**src/rtl/id_ex_stage_pkg.sv**
```systemverilog
// Shared definitions for the ID/EX stage: control-bundle layout, ALU-op
// encodings and the bubble value.
package id_ex_stage_pkg;

    localparam int CTRL_W = 9;

    localparam int CTRL_BRANCH_EQ = 8;
    localparam int CTRL_ALUOP_HI  = 7;
    localparam int CTRL_ALUOP_LO  = 6;
    localparam int CTRL_MEMREAD   = 5;
    localparam int CTRL_MEMWRITE  = 4;
    localparam int CTRL_MEMTOREG  = 3;
    localparam int CTRL_REGDST    = 2;
    localparam int CTRL_REGWRITE  = 1;
    localparam int CTRL_ALUSRC    = 0;

    localparam logic [1:0] ALUOP_ADD   = 2'b00;
    localparam logic [1:0] ALUOP_SUB   = 2'b01;
    localparam logic [1:0] ALUOP_FUNCT = 2'b10;

    localparam logic [CTRL_W-1:0] CTRL_BUBBLE = 9'b0;

    function automatic logic ctrl_is_load(input logic [CTRL_W-1:0] ctrl);
        return ctrl[CTRL_MEMREAD];
    endfunction

endpackage

```
**src/rtl/id_ex_stage_hazard_detect.sv**
```systemverilog
// Load-use hazard detection: a load in EX whose destination is read by the
// instruction in ID stalls PC and IF/ID for one cycle.
module hazard_detect #(
    parameter int REG_ADDR_W = 5
) (
    input  logic                  reset,
    input  logic                  ex_memread,
    input  logic [REG_ADDR_W-1:0] ex_rt,
    input  logic [REG_ADDR_W-1:0] id_rs,
    input  logic [REG_ADDR_W-1:0] id_rt,
    input  logic                  hold,
    output logic                  load_use,
    output logic                  pc_write,
    output logic                  if_id_write
);

    // $0 is hard-wired zero, so a load targeting it never creates a dependency.
    always_comb begin
        load_use    = ex_memread && (ex_rt != '0) && ((ex_rt == id_rs) || (ex_rt == id_rt));
        pc_write    = !(load_use || hold) && !reset;
        if_id_write = pc_write;
    end

endmodule

```
**src/rtl/id_ex_stage.sv**
```systemverilog
// ID/EX pipeline register with load-use bubble insertion, flush, hold and a
// saturating count of inserted load-use bubbles.
module id_ex_stage
    import id_ex_stage_pkg::*;
#(
    parameter int DATA_W     = 32,
    parameter int REG_ADDR_W = 5,
    parameter int CNT_W      = 16
) (
    input  logic                  clk,
    input  logic                  reset,
    input  logic [CTRL_W-1:0]     id_ctrl,
    input  logic [DATA_W-1:0]     id_pc4,
    input  logic [DATA_W-1:0]     id_rd1,
    input  logic [DATA_W-1:0]     id_rd2,
    input  logic [DATA_W-1:0]     id_imm,
    input  logic [REG_ADDR_W-1:0] id_rs,
    input  logic [REG_ADDR_W-1:0] id_rt,
    input  logic [REG_ADDR_W-1:0] id_rd,
    input  logic                  flush,
    input  logic                  hold,
    output logic [CTRL_W-1:0]     ex_ctrl,
    output logic [DATA_W-1:0]     ex_pc4,
    output logic [DATA_W-1:0]     ex_rd1,
    output logic [DATA_W-1:0]     ex_rd2,
    output logic [DATA_W-1:0]     ex_imm,
    output logic [REG_ADDR_W-1:0] ex_rs,
    output logic [REG_ADDR_W-1:0] ex_rt,
    output logic [REG_ADDR_W-1:0] ex_rd,
    output logic                  pc_write,
    output logic                  if_id_write,
    output logic [CNT_W-1:0]      bubble_cnt
);

    logic load_use;

    hazard_detect #(
        .REG_ADDR_W (REG_ADDR_W)
    ) u_hazard_detect (
        .reset       (reset),
        .ex_memread  (ctrl_is_load(ex_ctrl)),
        .ex_rt       (ex_rt),
        .id_rs       (id_rs),
        .id_rt       (id_rt),
        .hold        (hold),
        .load_use    (load_use),
        .pc_write    (pc_write),
        .if_id_write (if_id_write)
    );

    // Stage control: flush beats hold beats load-use. A flush or load-use
    // bubble still captures the ID data fields; only the control is zeroed.
    always_ff @(posedge clk) begin
        if (reset) begin
            ex_ctrl    <= CTRL_BUBBLE;
            ex_pc4     <= '0;
            ex_rd1     <= '0;
            ex_rd2     <= '0;
            ex_imm     <= '0;
            ex_rs      <= '0;
            ex_rt      <= '0;
            ex_rd      <= '0;
            bubble_cnt <= '0;
        end else if (!hold || flush) begin
            ex_ctrl <= (flush || load_use) ? CTRL_BUBBLE : id_ctrl;
            ex_pc4  <= id_pc4;
            ex_rd1  <= id_rd1;
            ex_rd2  <= id_rd2;
            ex_imm  <= id_imm;
            ex_rs   <= id_rs;
            ex_rt   <= id_rt;
            ex_rd   <= id_rd;
            if (!flush && load_use && (bubble_cnt != '1)) begin
                bubble_cnt <= bubble_cnt + CNT_W'(1);
            end
        end
    end

endmodule

```
**config.mk**
```make
export PLATFORM = sky130hd
export DESIGN_NAME = id_ex_stage
export DESIGN_NICKNAME = d
export VERILOG_FILES = /design/src/rtl/id_ex_stage_pkg.sv /design/src/rtl/id_ex_stage_hazard_detect.sv /design/src/rtl/id_ex_stage.sv
export SDC_FILE = /design/constraint.sdc
export NUM_CORES = 1
export LEC_CHECK = 0
export ABC_AREA = 1
export BUFFER_PORTS_ARGS = -buffer_cell sky130_fd_sc_hd__clkbuf_2
export CAP_MARGIN = 20
export CORE_AREA = 2 2 128 130
export CTS_CLUSTER_SIZE = 16
export DETAILED_ROUTE_END_ITERATION = 16
export DIE_AREA = 0 0 130 132
export PLACE_DENSITY = 0.73
export SYNTH_ARGS = -nofsm -noshare
export SYNTH_HDL_FRONTEND = slang
export SYNTH_SLANG_ARGS = --single-unit
```
**constraint.sdc**
```tcl
create_clock -name clk -period 2.8 [get_ports clk]
set_clock_uncertainty 0.05 [all_clocks]
set_input_delay 0.42 -clock clk [delete_from_list [all_inputs] [get_ports clk]]
set_output_delay 0.42 -clock clk [all_outputs]
set_load 0.05 [all_outputs]
```
-- After elaboration in Yosys (flattened, before gate mapping)
Index checks and enable logic that the tools add are counted.
- add/sub/neg operators: 1
- eq/ne operators: 3
- multiplexer cells: 1
- reduce and logical (&&, ||, !) cells: 15
- operator list (kind ; count):
    $add 16x1->16 const B ; 1
    $ne 16x16->1 const B ; 1
    $eq 5x5->1 ; 2
    $mux 9 ; 1
    $logic_and 1x1->1 ; 5
    $reduce_bool 5->1 ; 1
    $logic_not 1->1 ; 4
    $logic_or 1x1->1 ; 4
    $reduce_and 2->1 ; 1
- register bits after elaboration: 168
- input bits: 156
- output and inout port bits: 170
- word-level logic and storage cells: 29

-- Depth between registers and ports, before layout
- depth in word-level cells: 6
- mapped depth: 11
- gate-level depth less buffers: 11

-- Hierarchy
Synthesis repeated with hierarchy kept, for this count alone.
- cell total of the unflattened synthesis: 887
- area, all modules: 6483.7 sq um
- by module, submodules not included (module ; instances ; cells an instance ; area each (sq um) ; seq. area each (sq um)):
    id_ex_stage ; 1 ; 834 ; 6248.5 ; 3363.2
    hazard_detect ; 1 ; 53 ; 235.2 ; 0.0

-- Worst setup path before layout
No wires, ideal clock.
- path kind: reg-to-output
- start: reg ex_rt[0]
- end: out pc_write
- arrival: 1.898 ns
- data required time: 2.330 ns
- setup slack: 0.432 ns
- cell stages (with the launch flop): 8
- path buffers: 1
- cells stage by stage: dfxtp_1 > nor2_1 > nor2_1 > nor2_1 > nand3_1 > nand2_4 > a21oi_4 > buf_4
- cells in the longest elaborated chain, start to end: 6
- elaborated cells between the ends (all ways): 9
- classes of those cells: eq/ne (2); reduce/logical (7)
- RTL lines (item ; RTL line ; RTL):
    start, declared ; id_ex_stage.sv:28 ; output logic [REG_ADDR_W-1:0] ex_rt,
    start signal, assigned ; id_ex_stage.sv:71 ; ex_rt <= id_rt;
    $eq 5x5->1 or $reduce_bool 5->1 (tied branches) ; id_ex_stage_hazard_detect.sv:19 ; load_use = ex_memread && (ex_rt != '0) && ((ex_rt == id_rs) || (ex_rt == id_rt));
    $logic_or 1x1->1 or $logic_and 1x1->1 (tied branches) ; id_ex_stage_hazard_detect.sv:19 ;
    $logic_and 1x1->1 * ; id_ex_stage_hazard_detect.sv:19 ;
    $logic_or 1x1->1 * ; id_ex_stage_hazard_detect.sv:20 ; pc_write = !(load_use || hold) && !reset;
    $logic_not 1->1 * ; id_ex_stage_hazard_detect.sv:20 ;
    $logic_and 1x1->1 * ; id_ex_stage_hazard_detect.sv:20 ;
    end, declared ; id_ex_stage.sv:30 ; output logic pc_write,
Mark *: on every way between the ends. The rest lies on a longest branch, timed or not.

-- Worst setup path in the final report
- start: reg ex_rt[4]
- end: out if_id_write
- cells in the longest elaborated chain, start to end: 6
- elaborated cells between the ends (all ways): 9
- classes of those cells: eq/ne (2); reduce/logical (7)
- RTL lines (item ; RTL line ; RTL):
    $eq 5x5->1 or $reduce_bool 5->1 (tied branches) ; id_ex_stage_hazard_detect.sv:19 ;
    $logic_or 1x1->1 or $logic_and 1x1->1 (tied branches) ; id_ex_stage_hazard_detect.sv:19 ;
    $logic_and 1x1->1 * ; id_ex_stage_hazard_detect.sv:19 ;
    $logic_or 1x1->1 * ; id_ex_stage_hazard_detect.sv:20 ;
    $logic_not 1->1 * ; id_ex_stage_hazard_detect.sv:20 ;
    $logic_and 1x1->1 * ; id_ex_stage_hazard_detect.sv:20 ;
    end, declared ; id_ex_stage.sv:31 ; output logic if_id_write,
Marks and branches as above.

==> results.json <==
{
  "outcome": "completed",
  "grt_pass1_wl_um": 27500,
  "post_cts_resized": 0,
  "final_common_cell": "clkbuf_2",
  "clock_path_buffers": 2,
  "max_slew_margin_pct": 56.2,
  "vias": 6429,
  "ys_warn_count": 0,
  "h-tree-depth": 4,
  "slew_violations": 0,
  "drive_gt1_share_pct": 33.3,
  "numCtsBuffers": 17,
  "syn_avg_cell_area_um2": 7.46,
  "ir_drop_mv": 0.388,
  "drt_iter0_markers": 388,
  "critPathMaxFanout": 11,
  "dieArea_mm2": 0.0172,
  "syn_nets": 1014,
  "p_leak_nw": 4.57,
  "synth-main-ff-cell": "dfxtp_1",
  "cts_hold_buf": 0,
  "arrival_ns": 1.95,
  "wl_per_cell_um": 12.8,
  "fmax_mhz": 414,
  "fin_total_pwr_mw": 6.21,
  "hold_viol_final": 0,
  "drtPass1Iterations": 4,
  "syn_inst": 857,
  "rsz0062_at_grt": "false",
  "period_needed_ns": 2.42,
  "final_cell_mix": "clkbuf_2, nor2_1, dfxtp_1",
  "die_h_um": 132,
  "hpwl_um": 12200,
  "r2r_start": "bubble_cnt[0]",
  "cts_tree": "done",
  "end_kind": "output pin",
  "grt_max_degree": 169,
  "async_reset_ff_share_pct": 0,
  "coreArea_mm2": 0.0157,
  "ff2ff_path_depth": 11,
  "required_ns": 2.33,
  "path_clk_slew_ns": 0.06,
  "vias_per_cell": 4.65,
  "grt_pass1_vias": 5815,
  "post_cts_buffers": 0,
  "startpoint_type": "flop",
  "hold_path_depth": 3,
  "wl_um": 17700,
  "min_to": "ex_ctrl[8]",
  "synth_edf_count": 0,
  "rows": 46,
  "die_w_um": 130,
  "ys_seq_area_share_pct": 52.6,
  "start_util_pct": 40.7,
  "min_from": "id_ctrl[8]",
  "root_buffer": "clkbuf_16",
  "io_pins": 326,
  "clk_latency_ns": 0.42,
  "syn_area_mm2": 0.00639,
  "power.density_mw_per_mm2": 707,
  "setup-violations-final": 0,
  "setup_tns_ns": 0,
  "path_class": "flop to output pin",
  "io_buffers": 325,
  "areaGrowthSynthToFinish_pct": 37.3,
  "min_period_over_period_pct": 86.3,
  "worst_pin_slew_ns": 0.657,
  "drc": 0,
  "grt.overflow.total": 0,
  "grt_usage_pct": 19.8,
  "drv_cap": 0,
  "hp-class": "input pin to flop",
  "synth_seq_cells": 168,
  "antenna_found_initial": 1,
  "yosysUniqueCellTypes": 30,
  "place_congestion": 0.803,
  "r2r_slack_ns": 1.07,
  "r2r_end": "bubble_cnt[14]",
  "numClockSinks": 168,
  "ant_nets": 0,
  "fin_nets": 1311
}
worst max-delay path, stage by stage (launching register included):
cell and delay (ns):
dfxtp_1 0.36, nor2_1 0.14, nand3_1 0.09, o21ai_1 0.15
inv_2 0.14, a21oi_4 0.31, clkbuf_2 0.34
per-layer routing:
metal | GRT usage (%) | part of all wire, %
met1 | 23.1 | 42
met2 | 32.8 | 48
met3 | 7.22 | 8.0
met4 | 7.89 | 2.9
met5 | 0 | 0
report_power, final:
part	total, mW	internal [mW]	switching, mW
clock	2.45	1.50	0.953
sequential	2.62	2.54	0.0793
combinational	1.13	0.277	0.856
synthesized netlist by cell type (2+ instances only):
cell / n / share of area, %
a21oi_1: 9 / 0.70
buf_2: 7 / 0.55
buf_4: 2 / 0.23
clkbuf_1: 42 / 2.5
dfxtp_1: 168 / 53
inv_1: 36 / 2.1
inv_2: 5 / 0.29
nand2_1: 67 / 3.9
nand2_2: 2 / 0.20
nand3_1: 26 / 2.0
nand4_1: 7 / 0.69
nor2_1: 304 / 18
nor2_2: 5 / 0.49
nor2_4: 4 / 0.70
nor3_1: 4 / 0.31
o21ai_0: 150 / 12
o21bai_2: 4 / 0.70
xnor2_1: 2 / 0.27
xor2_1: 2 / 0.27
state kept, by name, summed over array words and instances, names as in the netlist:
register,cells
ex_rd,5
ex_imm,32
bubble_cnt,16
ex_rs,5
ex_rd2,32
ex_pc4,32
ex_ctrl,9
ex_rd1,32
ex_rt,5
how the worst max path moves through the flow:
stage             start     endpoint  cells after the start
6_report       ex_rt[4]  if_id_write                      6
5_1_grt        ex_rt[4]  if_id_write                      6
4_1_cts        ex_rt[4]  if_id_write                      6
3_5_place_dp       hold   ex_imm[13]                      6
3_3_place_gp   id_rt[0]     pc_write                      9
2_1_floorplan  ex_rt[0]     pc_write                      7
cell type report:
cell class                      count  area (um2)
Sequential cell                   168        3360
Fill cell                        1570        6940
Antenna cell                        1        2.50
Clock inverter                      9         139
Multi-Input combinational cell    594        2650
Tap cell                          216         270
Clock buffer                       21         480
Timing Repair Buffer              330        1700
Inverter                           43         168
through the flow:
stage / setup slack (ns) / hold slack [ns] / instances / instance area [um2] / utilization [%]
6_report: 0.383 / 0.169 / 1382 / 8780 / 55.9
3_5_place_dp: 0.711 / 0.413 / 1351 / 8150 / 51.9
2_1_floorplan: 0.432 / 0.412 / 857 / 6390 / -
5_1_grt: 0.274 / 0.168 / 1381 / 8770 / 55.8
4_1_cts: 0.373 / 0.150 / 1381 / 8770 / 55.8
3_3_place_gp: 0.748 / 0.410 / 1351 / 8150 / 51.9
cells by family (layout without fill, tap and decap cells):
logic type / after synthesis / in the layout / share of synthesized area (%)
flops: 168 / 168 / 52.6
xor+xnor: 4 / 4 / 0.548
other cells: 0 / 1 / 0
buf+inv: 95 / 403 / 5.91
fa+ha+maj: 1 / 1 / 0.196
simple gates: 424 / 424 / 27.2
compound gates: 165 / 165 / 13.5
Power figures use the tool's default switching activity.
